$ cat config.mk
export PLATFORM = sky130hd
export DESIGN_NAME = batch_conv_seq_flat
export DESIGN_NICKNAME = d
export VERILOG_FILES = /design/src/rtl/batch_conv_seq_if.sv /design/src/rtl/batch_conv_seq.sv /design/src/flat_wrapper.sv
export SDC_FILE = /design/constraint.sdc
export NUM_CORES = 1
export LEC_CHECK = 0
export BUFFER_PORTS_ARGS = -buffer_cell sky130_fd_sc_hd__buf_2
export CELL_PAD_IN_SITES_DETAIL_PLACEMENT = 0
export CELL_PAD_IN_SITES_GLOBAL_PLACEMENT = 2
export CORE_MARGIN = 3
export CORE_UTILIZATION = 26
export CTS_BUF_LIST = sky130_fd_sc_hd__clkbuf_8
export CTS_CLUSTER_SIZE = 24
export DETAILED_ROUTE_END_ITERATION = 8
export PLACE_DENSITY = 0.7
export SETUP_SLACK_MARGIN = 0.05
export SLEW_MARGIN = 30
export SYNTH_ARGS = -nofsm -noshare
export SYNTH_HDL_FRONTEND = slang
export SYNTH_SLANG_ARGS = --single-unit
$ cat constraint.sdc
create_clock -name clk -period 2.2 [get_ports clk]
set_input_delay 0.22 -clock clk [delete_from_list [all_inputs] [get_ports clk]]
set_output_delay 0.22 -clock clk [all_outputs]
set_load 0.01 [all_outputs]
$ cat src/rtl/batch_conv_seq_if.sv
// batch_conv_seq_if: data-memory port and converter-core handshake used by batch_conv_seq.
interface batch_conv_seq_if #(
  parameter int ADDR_W = 8
);
  logic [ADDR_W-1:0] mem_addr;
  logic              mem_rd_en;
  logic [7:0]        mem_rd_data;
  logic              mem_wr_en;
  logic [7:0]        mem_wr_data;
  logic              core_start;
  logic [15:0]       core_op;
  logic              core_ack;
  logic [15:0]       core_result;
  modport master (
    output mem_addr, mem_rd_en, mem_wr_en, mem_wr_data, core_start, core_op,
    input  mem_rd_data, core_ack, core_result
  );
  modport slave (
    input  mem_addr, mem_rd_en, mem_wr_en, mem_wr_data, core_start, core_op,
    output mem_rd_data, core_ack, core_result
  );
endinterface

$ cat src/rtl/batch_conv_seq.sv
// batch_conv_seq: walks a batch of fixed(8.8) operands through a float16 converter core and writes results back.
// Define BATCH_CONV_SEQ_TIMEOUT_EN to add a watchdog on the converter wait (limit TIMEOUT_CYC).
module batch_conv_seq #(
  parameter int ADDR_W      = 8,
  parameter int TIMEOUT_CYC = 1024
) (
  input  logic              clk,
  input  logic              reset,
  input  logic              go,
  input  logic [ADDR_W-1:0] base_addr,
  input  logic [7:0]        job_count,
  output logic              busy,
  output logic              done,
  output logic              err,
  output logic [7:0]        jobs_done,
  batch_conv_seq_if.master  bus
);
  typedef enum logic [3:0] {IDLE, RD_LO, RD_HI, CAP, START1, START2, WAIT, WR_LO, WR_HI, FIN, ERR} state_t;
  state_t            state_q, state_d;
  logic [ADDR_W-1:0] a_q, a_d, addr_c;
  logic [7:0]        cnt_q, cnt_d, jobs_done_q, jobs_done_d, lo_q, lo_d, wd_c;
  logic [15:0]       op_q, op_d, res_q, res_d;
  logic              armed_q, armed_d, rd_c, wr_c, start_c, ack_ok, tmo_hit;
`ifdef BATCH_CONV_SEQ_TIMEOUT_EN
  localparam int TW = $clog2(TIMEOUT_CYC + 1);
  logic [TW-1:0] tmo_q, tmo_d;
  always_comb tmo_d = (state_q == WAIT) ? tmo_q + TW'(1) : '0;
  always_ff @(posedge clk or negedge reset)
    if (!reset) tmo_q <= '0;
    else tmo_q <= tmo_d;
  assign tmo_hit = (state_q == WAIT) && (tmo_q == TW'(TIMEOUT_CYC - 1));
  assign err     = state_q == ERR;
`else
  logic unused_tmo;
  assign unused_tmo = ^TIMEOUT_CYC;
  assign tmo_hit    = 1'b0;
  assign err        = 1'b0;
`endif
  // A high ack only counts after it has been seen low since this job's START1.
  assign ack_ok = bus.core_ack & armed_q;
  always_comb begin
    state_d     = state_q;
    a_d         = a_q;
    cnt_d       = cnt_q;
    jobs_done_d = jobs_done_q;
    lo_d        = lo_q;
    op_d        = op_q;
    res_d       = res_q;
    armed_d     = armed_q | ((state_q inside {START1, START2, WAIT}) & ~bus.core_ack);
    addr_c      = '0;
    rd_c        = 1'b0;
    wr_c        = 1'b0;
    wd_c        = '0;
    start_c     = 1'b0;
    case (state_q)
      IDLE, FIN, ERR: if (go) begin
        a_d         = base_addr;
        cnt_d       = job_count;
        jobs_done_d = '0;
        state_d     = (job_count == 8'd0) ? FIN : RD_LO;
      end
      RD_LO: begin
        addr_c  = a_q;
        rd_c    = 1'b1;
        state_d = RD_HI;
      end
      RD_HI: begin
        addr_c  = a_q + ADDR_W'(1);
        rd_c    = 1'b1;
        lo_d    = bus.mem_rd_data;
        state_d = CAP;
      end
      CAP: begin
        op_d    = {bus.mem_rd_data, lo_q};
        armed_d = 1'b0;
        state_d = START1;
      end
      START1: begin
        start_c = 1'b1;
        state_d = START2;
      end
      START2: begin
        start_c = 1'b1;
        state_d = WAIT;
      end
      WAIT: begin
        res_d   = ack_ok ? bus.core_result : res_q;
        state_d = ack_ok ? WR_LO : tmo_hit ? ERR : WAIT;
      end
      WR_LO: begin
        addr_c  = a_q + ADDR_W'(2);
        wr_c    = 1'b1;
        wd_c    = res_q[7:0];
        state_d = WR_HI;
      end
      WR_HI: begin
        addr_c      = a_q + ADDR_W'(3);
        wr_c        = 1'b1;
        wd_c        = res_q[15:8];
        jobs_done_d = jobs_done_q + 8'd1;
        a_d         = a_q + ADDR_W'(4);
        state_d     = (jobs_done_d == cnt_q) ? FIN : RD_LO;
      end
      default: state_d = IDLE;
    endcase
  end
  always_ff @(posedge clk or negedge reset)
    if (!reset) begin
      state_q     <= IDLE;
      a_q         <= '0;
      cnt_q       <= '0;
      jobs_done_q <= '0;
      lo_q        <= '0;
      op_q        <= '0;
      res_q       <= '0;
      armed_q     <= 1'b0;
    end else begin
      state_q     <= state_d;
      a_q         <= a_d;
      cnt_q       <= cnt_d;
      jobs_done_q <= jobs_done_d;
      lo_q        <= lo_d;
      op_q        <= op_d;
      res_q       <= res_d;
      armed_q     <= armed_d;
    end
  assign busy            = !(state_q inside {IDLE, FIN, ERR});
  assign done            = state_q == FIN;
  assign jobs_done       = jobs_done_q;
  assign bus.mem_addr    = addr_c;
  assign bus.mem_rd_en   = rd_c;
  assign bus.mem_wr_en   = wr_c;
  assign bus.mem_wr_data = wd_c;
  assign bus.core_start  = start_c;
  assign bus.core_op     = op_q;
endmodule

$ cat src/flat_wrapper.sv
// flat-port wrapper written by rule: the top's interface ports become plain ports
module batch_conv_seq_flat 
#(
  parameter int ADDR_W      = 8,
  parameter int TIMEOUT_CYC = 1024
)
  (clk, reset, go, base_addr, job_count, busy, done, err, jobs_done, bus_mem_addr, bus_mem_rd_en, bus_mem_wr_en, bus_mem_wr_data, bus_core_start, bus_core_op, bus_mem_rd_data, bus_core_ack, bus_core_result);
  batch_conv_seq_if #(.ADDR_W(ADDR_W)) bus_i ();
  input  logic clk;
  input  logic reset;
  input  logic go;
  input  logic [ADDR_W-1:0] base_addr;
  input  logic [7:0] job_count;
  output logic busy;
  output logic done;
  output logic err;
  output logic [7:0] jobs_done;
  output wire logic [$bits(bus_i.mem_addr)-1:0] bus_mem_addr;
  output wire logic [$bits(bus_i.mem_rd_en)-1:0] bus_mem_rd_en;
  output wire logic [$bits(bus_i.mem_wr_en)-1:0] bus_mem_wr_en;
  output wire logic [$bits(bus_i.mem_wr_data)-1:0] bus_mem_wr_data;
  output wire logic [$bits(bus_i.core_start)-1:0] bus_core_start;
  output wire logic [$bits(bus_i.core_op)-1:0] bus_core_op;
  input wire logic [$bits(bus_i.mem_rd_data)-1:0] bus_mem_rd_data;
  input wire logic [$bits(bus_i.core_ack)-1:0] bus_core_ack;
  input wire logic [$bits(bus_i.core_result)-1:0] bus_core_result;
  assign bus_mem_addr = bus_i.mem_addr;
  assign bus_mem_rd_en = bus_i.mem_rd_en;
  assign bus_mem_wr_en = bus_i.mem_wr_en;
  assign bus_mem_wr_data = bus_i.mem_wr_data;
  assign bus_core_start = bus_i.core_start;
  assign bus_core_op = bus_i.core_op;
  assign bus_i.mem_rd_data = bus_mem_rd_data;
  assign bus_i.core_ack = bus_core_ack;
  assign bus_i.core_result = bus_core_result;
  batch_conv_seq #(.ADDR_W(ADDR_W), .TIMEOUT_CYC(TIMEOUT_CYC)) u_core (.clk(clk), .reset(reset), .go(go), .base_addr(base_addr), .job_count(job_count), .busy(busy), .done(done), .err(err), .jobs_done(jobs_done), .bus(bus_i));
endmodule
### Yosys cells after proc, flatten, opt, wreduce, memory -nomap -nowiden

Index checks and enable logic that the tools add are counted.
W data, S select, Z words.

* add/sub/neg operators: 5
* $mul: 0
* divide/modulo/power cells: 0
* magnitude comparators: 0
* equal/unequal tests: 12
* shift-type cells: 0
* mux-type cells: 15
* bitwise gates (word level): 4
* reductions and logical operators: 13

Operator list (number)
* $pmux W8 S2: 3
* $pmux W4 S9: 1
* $pmux W8 S4: 1
* $add A8 B1 Y8 const B: 2
* $add A8 B2 Y8 const B: 2
* $eq A4 B3 Y1 const B: 4
* $mux W8: 2
* $eq A4 B4 Y1 const B: 3
* $mux W4: 3
* $add A8 B3 Y8 const B: 1
* $eq A4 B2 Y1 const B: 2
* $eq A8 B8 Y1: 1
* $logic_not A8 Y1: 1
* $reduce_and A2 Y1: 3
* $reduce_bool A3 Y1: 2
* $reduce_or A2 Y1: 3
* $mux W1: 5
* $eq A4 B1 Y1 const B: 1
* $logic_not A4 Y1: 1
* $reduce_or A3 Y1: 1
* $and A1 B1 Y1: 2
* $ne A2 B2 Y1 const B: 1
* $reduce_bool A2 Y1: 1
* $logic_not A1 Y1: 1
* other kinds (2): 2

* register bits: 69
* bits in latches: 0
* RAM bits: 0
* memory bits (read-only): 0
* input port bits: 44
* logic and storage cells: 57
* memories kept: 0

### Logic depth before layout (Yosys ltp)

Gate-level depths: netlist (run 1).

* depth after elaboration: 5
* gate-level depth with buffers: 9
* gate-level depth less buffers: 7

### Worst setup path after synthesis (run 1)

Ideal clock, no wire load.

* path type: register to output
* start: reg u_core.state_q[1]
* end: out bus_mem_addr[6]
* arrival time: 2.210 ns
* data required time: 1.980 ns
* path slack: -0.230 ns
* cell stages (with the launch flop): 10
* buffers on the path: 2
* path through: dfrtp_1 > or4b_1 > buf_2 > buf_1 > xnor2_1 > ha_1 > a21oi_1 > nor2_1 > xnor2_1 > o21ai_0

* word-level cells in the longest chain between the ends: 2

Ends and longest elaborated chain
* start: declaration: line batch_conv_seq.sv:19 `state_t state_q, state_d;`
* start signal: assignment: line batch_conv_seq.sv:118 `state_q <= state_d;`
* $eq A4 B4 Y1 (tied with other cells): line batch_conv_seq.sv:55 `case (state_q)`
* $pmux W8 S4 *: line batch_conv_seq.sv:55
* end: declaration: line flat_wrapper.sv:18 `output wire logic [$bits(bus_i.mem_addr)-1:0] bus_mem_addr;`

Mark *: on every way between the ends. The rest lies on a longest branch, timed or not.

### Final worst setup path (run 1)

* start: reg u_core.state_q[0]
* end: out bus_mem_addr[4]

Same word-level chain as after synthesis.

==> out/results.txt, run 1 <==
critical path arrival - 2.29 ns
Setup Crit Path Kind - reg2out
DRT antenna net count - 0
GP Congestion - 0.803
syn avg cell area - 10.3 um2
endpoint type of the worst setup path - primary output
CTS buffer count - 9
via count - 3030
IO buf count - 88
Core Region - 13400 um2
worst-path maximum fanout - 2
main flop type after synthesis - dfrtp_1
GR Util All Layers - 13.8%
crit start category - register
Post-synth EDFFs - 0
Synth top area share - 47.9%
placed cell area - 4400 um2
worst skew pair latency - 0.36 ns
critical path's largest stage delay - 0.56 ns
Fin. Hold Viols - 0
worst setup margin - -0.315 ns
Starting Density - 26.9%
drt drc - 0
ratio of cells with drive above 1 in the final layout - 41.2%
number of iterations in the first detailed-routing pass - 4
Sw Share - 39.4%
synthesized flop and latch total - 69
drt total wl - 9920 um
maxcap violations - 0
Netlist cell types - 54
Yosys warnings - 0
power share of the sequential group - 37.7%
DP HPWL - 7120 um
peak supply drop - 0.349 mV
diode count - 0
unrepaired setup endpoints after global routing - yes
htree depth - 3
Psw - 2.42 mW
Syn Nets - 398
first-pass GRT wire length - 16200 um
Mapped Cells - 350
Vias per Instance - 4.76
clock slew at reported path FFs - 0.07 ns
CTS tree - yes
failing checks - setup timing
nets - 505
outcome - finished with violations
CP delay by family, top - simple AND/OR/NAND/NOR gates
chip height - 124 um
Die X - 124 um
Root Buffer - clkbuf_8
initial detailed-routing violation count - 182
Commonest cells post-synth - dfrtp_1 (69), nand2_1 (55), mux2_2 (40)
post-layout util - 35.2%
Area Growth Syn to Fin - 30.7%
ranking of synthesized cells by area - dfrtp_1 (48%), mux2_2 (12%), nand2_1 (5.7%), o21ai_0 (3.5%), xor2_1 (2.2%)
max-slew violation count - 0
critical path buffer and inverter count - 1
cell with the most instances after synthesis - dfrtp_1
worst hold path class - in2reg
Setup violations, final - 16
Critical Path RT - 1.98 ns
final global-route overflow total - 0
Pint - 3.73 mW
clock sink count - 69
Fmax - 398 MHz
pin count of the biggest net entering global routing - 70
Die ar. - 15300 um2
Clk network pwr share - 14.4%
Worst Clk Skew - 0.00843 ns
clk buf depth - 2
Finished Cell Area - 4710 um2
FP Rows - 42
slowest CP cell - or4b_4
Final min period - 2.51 ns
antenna violations before repair - 0
crit-path cells - or4b_4 -> xnor2_2 -> ha_2 -> a21o_1 -> nand2_2 -> xor2_2 -> o221ai_2 -> buf_2
Async S/R FF share, synth - 100%
combinational share of power - 47.8%
Ports - 90
vias in the first global route - 3129
P per Cell Area - 1300 nW/um2
post-synthesis instance area - 3600 um2
post-route clock period utilization - 114%
sequential area share after synthesis - 47.9%
wire per inst - 15.6 um
Synth area leader - dfrtp_1
Leak - 2.22 nW
-- routing by layer --
metal / GRT usage [%] / share of wire [%]
met1: 17.4 / 46
met2: 21.9 / 46
met3: 4.09 / 5.1
met4: 6.23 / 2.1
met5: 0 / 0
-- cell families (layout without fill, tap and decap cells) --
family	Yosys count	in the layout	share of synthesized area, %
AO/OA/AOI/OAI	72	72	13.6
XOR/XNOR	17	17	4.93
multiplexers	40	40	12.5
flip-flops	69	69	47.9
other	1	1	0.104
adder cells (fa/ha/maj)	5	5	1.67
AND/OR/NAND/NOR	120	120	16.3
buffers and inverters	26	137	2.98
-- per-stage QoR --
step | cells | power (mW) | setup TNS (ns) | hold slack (ns) | setup WS (ns)
detailed placement | 613 | 5.15 | -0.0650 | 0.279 | -0.0373
global route | 637 | 6.66 | -3.52 | 0.0547 | -0.452
finish | 637 | 6.15 | -1.70 | 0.0605 | -0.315
floorplan | 350 | 4.09 | -0.180 | -0.0756 | -0.0891
global placement | 613 | 5.10 | -0.00911 | 0.284 | -0.00911
CTS | 635 | 6.19 | -1.85 | 0.0423 | -0.366
-- cells in the final DEF (no fill, tap or decap), types with 4 or more instances in the layout --
| cell | instances |
|---|---|
| nand2b_1 | 5 |
| clkbuf_8 | 10 |
| nand3_1 | 9 |
| nor2_1 | 19 |
| a22o_1 | 8 |
| buf_4 | 24 |
| buf_2 | 88 |
| and3_1 | 6 |
| o211ai_1 | 4 |
| a21oi_1 | 5 |
| a31oi_1 | 6 |
| a21oi_2 | 4 |
| dfrtp_1 | 69 |
| mux2_2 | 40 |
| nand2_1 | 54 |
| o21ai_0 | 24 |
| xnor2_1 | 5 |
| inv_1 | 5 |
| buf_6 | 4 |
| xor2_1 | 8 |
-- worst paths after layout --
| check | startpoint | slack [ns] | depth (start not counted) | to |
|---|---|---|---|---|
| max | u_core.state_q[0] | -0.31 | 8 | bus_mem_addr[4] |
| max in group asynchronous | reset | 1.47 | 3 | u_core.jobs_done[5] |
| max reg2reg | u_core.state_q[0] | -0.03 | 7 | u_core.state_q[3] |
| min | base_addr[0] | 0.06 | 3 | u_core.a_q[0] |
| min reg2reg | u_core.cnt_q[7] | 0.50 | 2 | u_core.cnt_q[7] |
| min in group asynchronous | reset | 0.40 | 3 | u_core.bus.core_op[9] |
-- area by class of cell --
type / instances / area, um2
sequential: 69 / 1730
multi-input combinational: 255 / 1860
fill: 1427 / 8690
timing repair buffer: 120 / 736
clock inverter: 5 / 21.3
inverter: 2 / 7.51
clock buffer: 10 / 138
tap: 176 / 220
-- tightest hold or removal path: stages --
cell,delay (ns)
buf_2,0.08
nand2_1,0.04
nand2_1,0.04
-- power groups by stage --
| stage | Sequential [mW] | Clock (mW) | Combinational (mW) |
|---|---|---|---|
| detailed placement | 2.33 | 0 | 2.82 |
| floorplan | 2.27 | 0 | 1.82 |
| global route | 2.41 | 0.984 | 3.27 |
| global placement | 2.31 | 0 | 2.79 |
| finish | 2.32 | 0.888 | 2.94 |
| CTS | 2.32 | 0.923 | 2.95 |
-- sequential cells by signal, indices dropped and copies added, names as in the netlist --
| name | count |
|---|---|
| u_core.res_q | 16 |
| u_core.lo_q | 8 |
| u_core.bus.core_op | 16 |
| u_core.state_q | 4 |
| u_core.a_q | 8 |
| u_core.jobs_done | 8 |
| u_core.armed_q | 1 |
| u_core.cnt_q | 8 |
-- what timing repair did --
action                                  in CTS  in global routing
pin swaps                                   10                  5
gates resized for setup                     14                  5
hold endpoints to repair                    69                  0
buffers inserted                             6                  2
hold buffers                                 1                  0
endpoints found under the setup margin      18                 20
No activity file was read; power rests on OpenSTA's default activity.
==> inputs of run 2 (changes only) <==
--- a/config.mk
+++ b/config.mk
@@ -15,2 +15,3 @@
 export DETAILED_ROUTE_END_ITERATION = 8
+export MAX_ROUTING_LAYER = met4
 export PLACE_DENSITY = 0.7
==> constraint.sdc (replaced) <==
create_clock -name clk -period 2.2 [get_ports clk]
set_input_delay 0.11 -clock clk [delete_from_list [all_inputs] [get_ports clk]]
set_output_delay 0.11 -clock clk [all_outputs]
set_load 0.01 [all_outputs]
==> run 2 against run 1 <==
  * The run still ends with setup timing left
  * Sequential cell count unchanged
  * Critical path depth is the same
  * Total power increased by 6.7%
  * Core utilization up 4.1 points
  * Clock power is 40% higher
  * Global-route usage is 1.1 points higher
  * Worst setup slack improved by 0.082 ns
  * Maximum frequency grew 3.4%
  * Register-to-register slack got worse by 0.07 ns
  * Via count is 3.8% higher
  * Design area rose by 12%
  * Critical path type unchanged
==> out/results.txt, run 2 (synthesis gave the netlist of run 1 again) <==
outcome - finished with violations
failing checks - setup timing
IO buf count - 88
initial detailed-routing violation count - 170
Fin. Hold Viols - 0
DP HPWL - 7170 um
grt met2 use - 23.2%
max-slew violation count - 0
Final min period - 2.43 ns
vias in the first global route - 3259
# fillers - 1346
Fmax - 411 MHz
M1 GR Usage - 18.9%
placed insts - 614
endpoint type of the worst setup path - primary output
nets - 552
worst hold path class - in2reg
placed cell area - 4380 um2
Ports - 90
Die ar. - 15300 um2
pin count of the biggest net entering global routing - 26
diode count - 0
critical path's largest stage delay - 0.54 ns
worst setup margin - -0.233 ns
clock slew at reported path FFs - 0.07 ns
maxcap violations - 0
peak supply drop - 0.390 mV
DP Worst Slack - 0.0582 ns
GP Congestion - 0.839
CP delay by family, top - simple AND/OR/NAND/NOR gates
drt total wl - 10300 um
clock sink count - 69
ratio of cells with drive above 1 in the final layout - 39.3%
Die X - 124 um
Hold EP - u_core.armed_q
clk buf depth - 2
setup TNS - -0.857 ns
slowest CP cell - or4b_4
via count - 3144
Power, Total - 6.56 mW
antenna violations before repair - 0
most frequent cells in the layout - buf_2 (85), dfrtp_1 (69), nand2_1 (53)
R2R Path End - u_core.state_q[3]
post-layout instance count excluding filler cells - 685
GR Util All Layers - 14.9%
most common cell after layout, fill and taps aside - buf_2
Leak - 2.45 nW
number of cells on the worst reg-to-reg path - 8
FP Rows - 42
worst-path maximum fanout - 2
Finished Cell Area - 5260 um2
gr busiest metal - met2
Area Growth Syn to Fin - 46.0%
CTS buffer count - 9
Root Buffer - clkbuf_8
final global-route overflow total - 0
P per Cell Area - 1250 nW/um2
worst r2r src - u_core.state_q[1]
unrepaired setup endpoints after global routing - yes
slack of the worst reg-to-reg path - -0.10 ns
HP Start - bus_core_ack
Vias per Instance - 4.59
htree depth - 3
number of iterations in the first detailed-routing pass - 4
critical path arrival - 2.32 ns
first-pass GRT wire length - 16900 um
crit-path cells - or4b_4 -> xnor2_2 -> ha_2 -> a21o_1 -> nand2_1 -> xor2_1 -> o221ai_2 -> buf_2
Critical Path RT - 2.09 ns
drt drc - 0
wire per inst - 15.1 um
met3 GRT Util - 2.86%
Core Region - 13400 um2
Setup violations, final - 7
Worst Clk Skew - 0.00662 ns
DRT antenna net count - 0
CTS tree - yes
Setup Crit Path Kind - reg2out
critical path buffer and inverter count - 1
crit start category - register
post-route clock period utilization - 111%
Starting Density - 26.9%
chip height - 124 um
Hold Crit Depth - 4
worst skew pair latency - 0.37 ns
## run 2: changes by cell type in the layout (fill, tap and decap cells not counted), moves of 2 or more
cell           previous run  this run
dlygate4sd3_1             1        41
inv_1                     5         2
buf_4                    24        31
bufinv_16                 0         3
buf_2                    88        85
a21oi_1                   5         8
nor2_2                    0         2
a21oi_2                   4         1
buf_6                     4         6
## run 2: worst max-delay path by stage
stage                   endpoint  slack (ns)         startpoint  cells past startpoint
2_1_floorplan    bus_mem_addr[4]        0.02  u_core.state_q[0]                      9
3_3_place_gp   u_core.state_q[3]        0.08  u_core.state_q[0]                      6
3_5_place_dp   u_core.state_q[3]        0.06  u_core.state_q[0]                      6
4_1_cts          bus_mem_addr[4]       -0.25  u_core.state_q[2]                      8
5_1_grt          bus_mem_addr[4]       -0.34  u_core.state_q[0]                      8
6_report         bus_mem_addr[4]       -0.23  u_core.state_q[1]                      8
## run 2: area by class of cell
type	instances	area, um2	area share (%)
inverter	2	7.51	0.143
multi-input combinational	255	1850	35.1
tap	176	220	4.19
timing repair buffer	167	1220	23.3
sequential	69	1730	32.8
clock buffer	9	124	2.35
clock inverter	7	114	2.16
## run 2: power breakdown
group	leakage (nW)	internal, mW	switching (mW)
Clock	0.123	0.748	0.497
Sequential	0.850	1.85	0.460
Combinational	1.48	1.53	1.48
## run 2: metrics by stage
step / util, % / hold WS (ns)
2_1_floorplan: - / -0.186
3_3_place_gp: 32.7 / 0.110
3_5_place_dp: 32.7 / 0.113
4_1_cts: 38.9 / 0.0736
5_1_grt: 39.3 / 0.196
6_report: 39.3 / 0.0956
## run 2: metal layers
layer / part of all wire (%) / vias up
met5: 0 / -
met3: 3.8 / 15
met4: 2.3 / 0
li1: - / 1564
met2: 47 / 67
met1: 47 / 1498
## run 2: repair_timing
| action | CTS | global route |
|---|---|---|
| cloned | 1 | 0 |
| endpoints found under the hold margin | 69 | 0 |
| resized for setup | 18 | 9 |
| pin swaps | 14 | 8 |
| endpoints found under the setup margin | 17 | 18 |
| setup buffers | 11 | 4 |
| hold buffers | 41 | 0 |
## run 2: worst min-delay path: stages
cell,delay [ns]
buf_2,0.11
nor2_1,0.08
o21ai_0,0.07
nand2_1,0.05
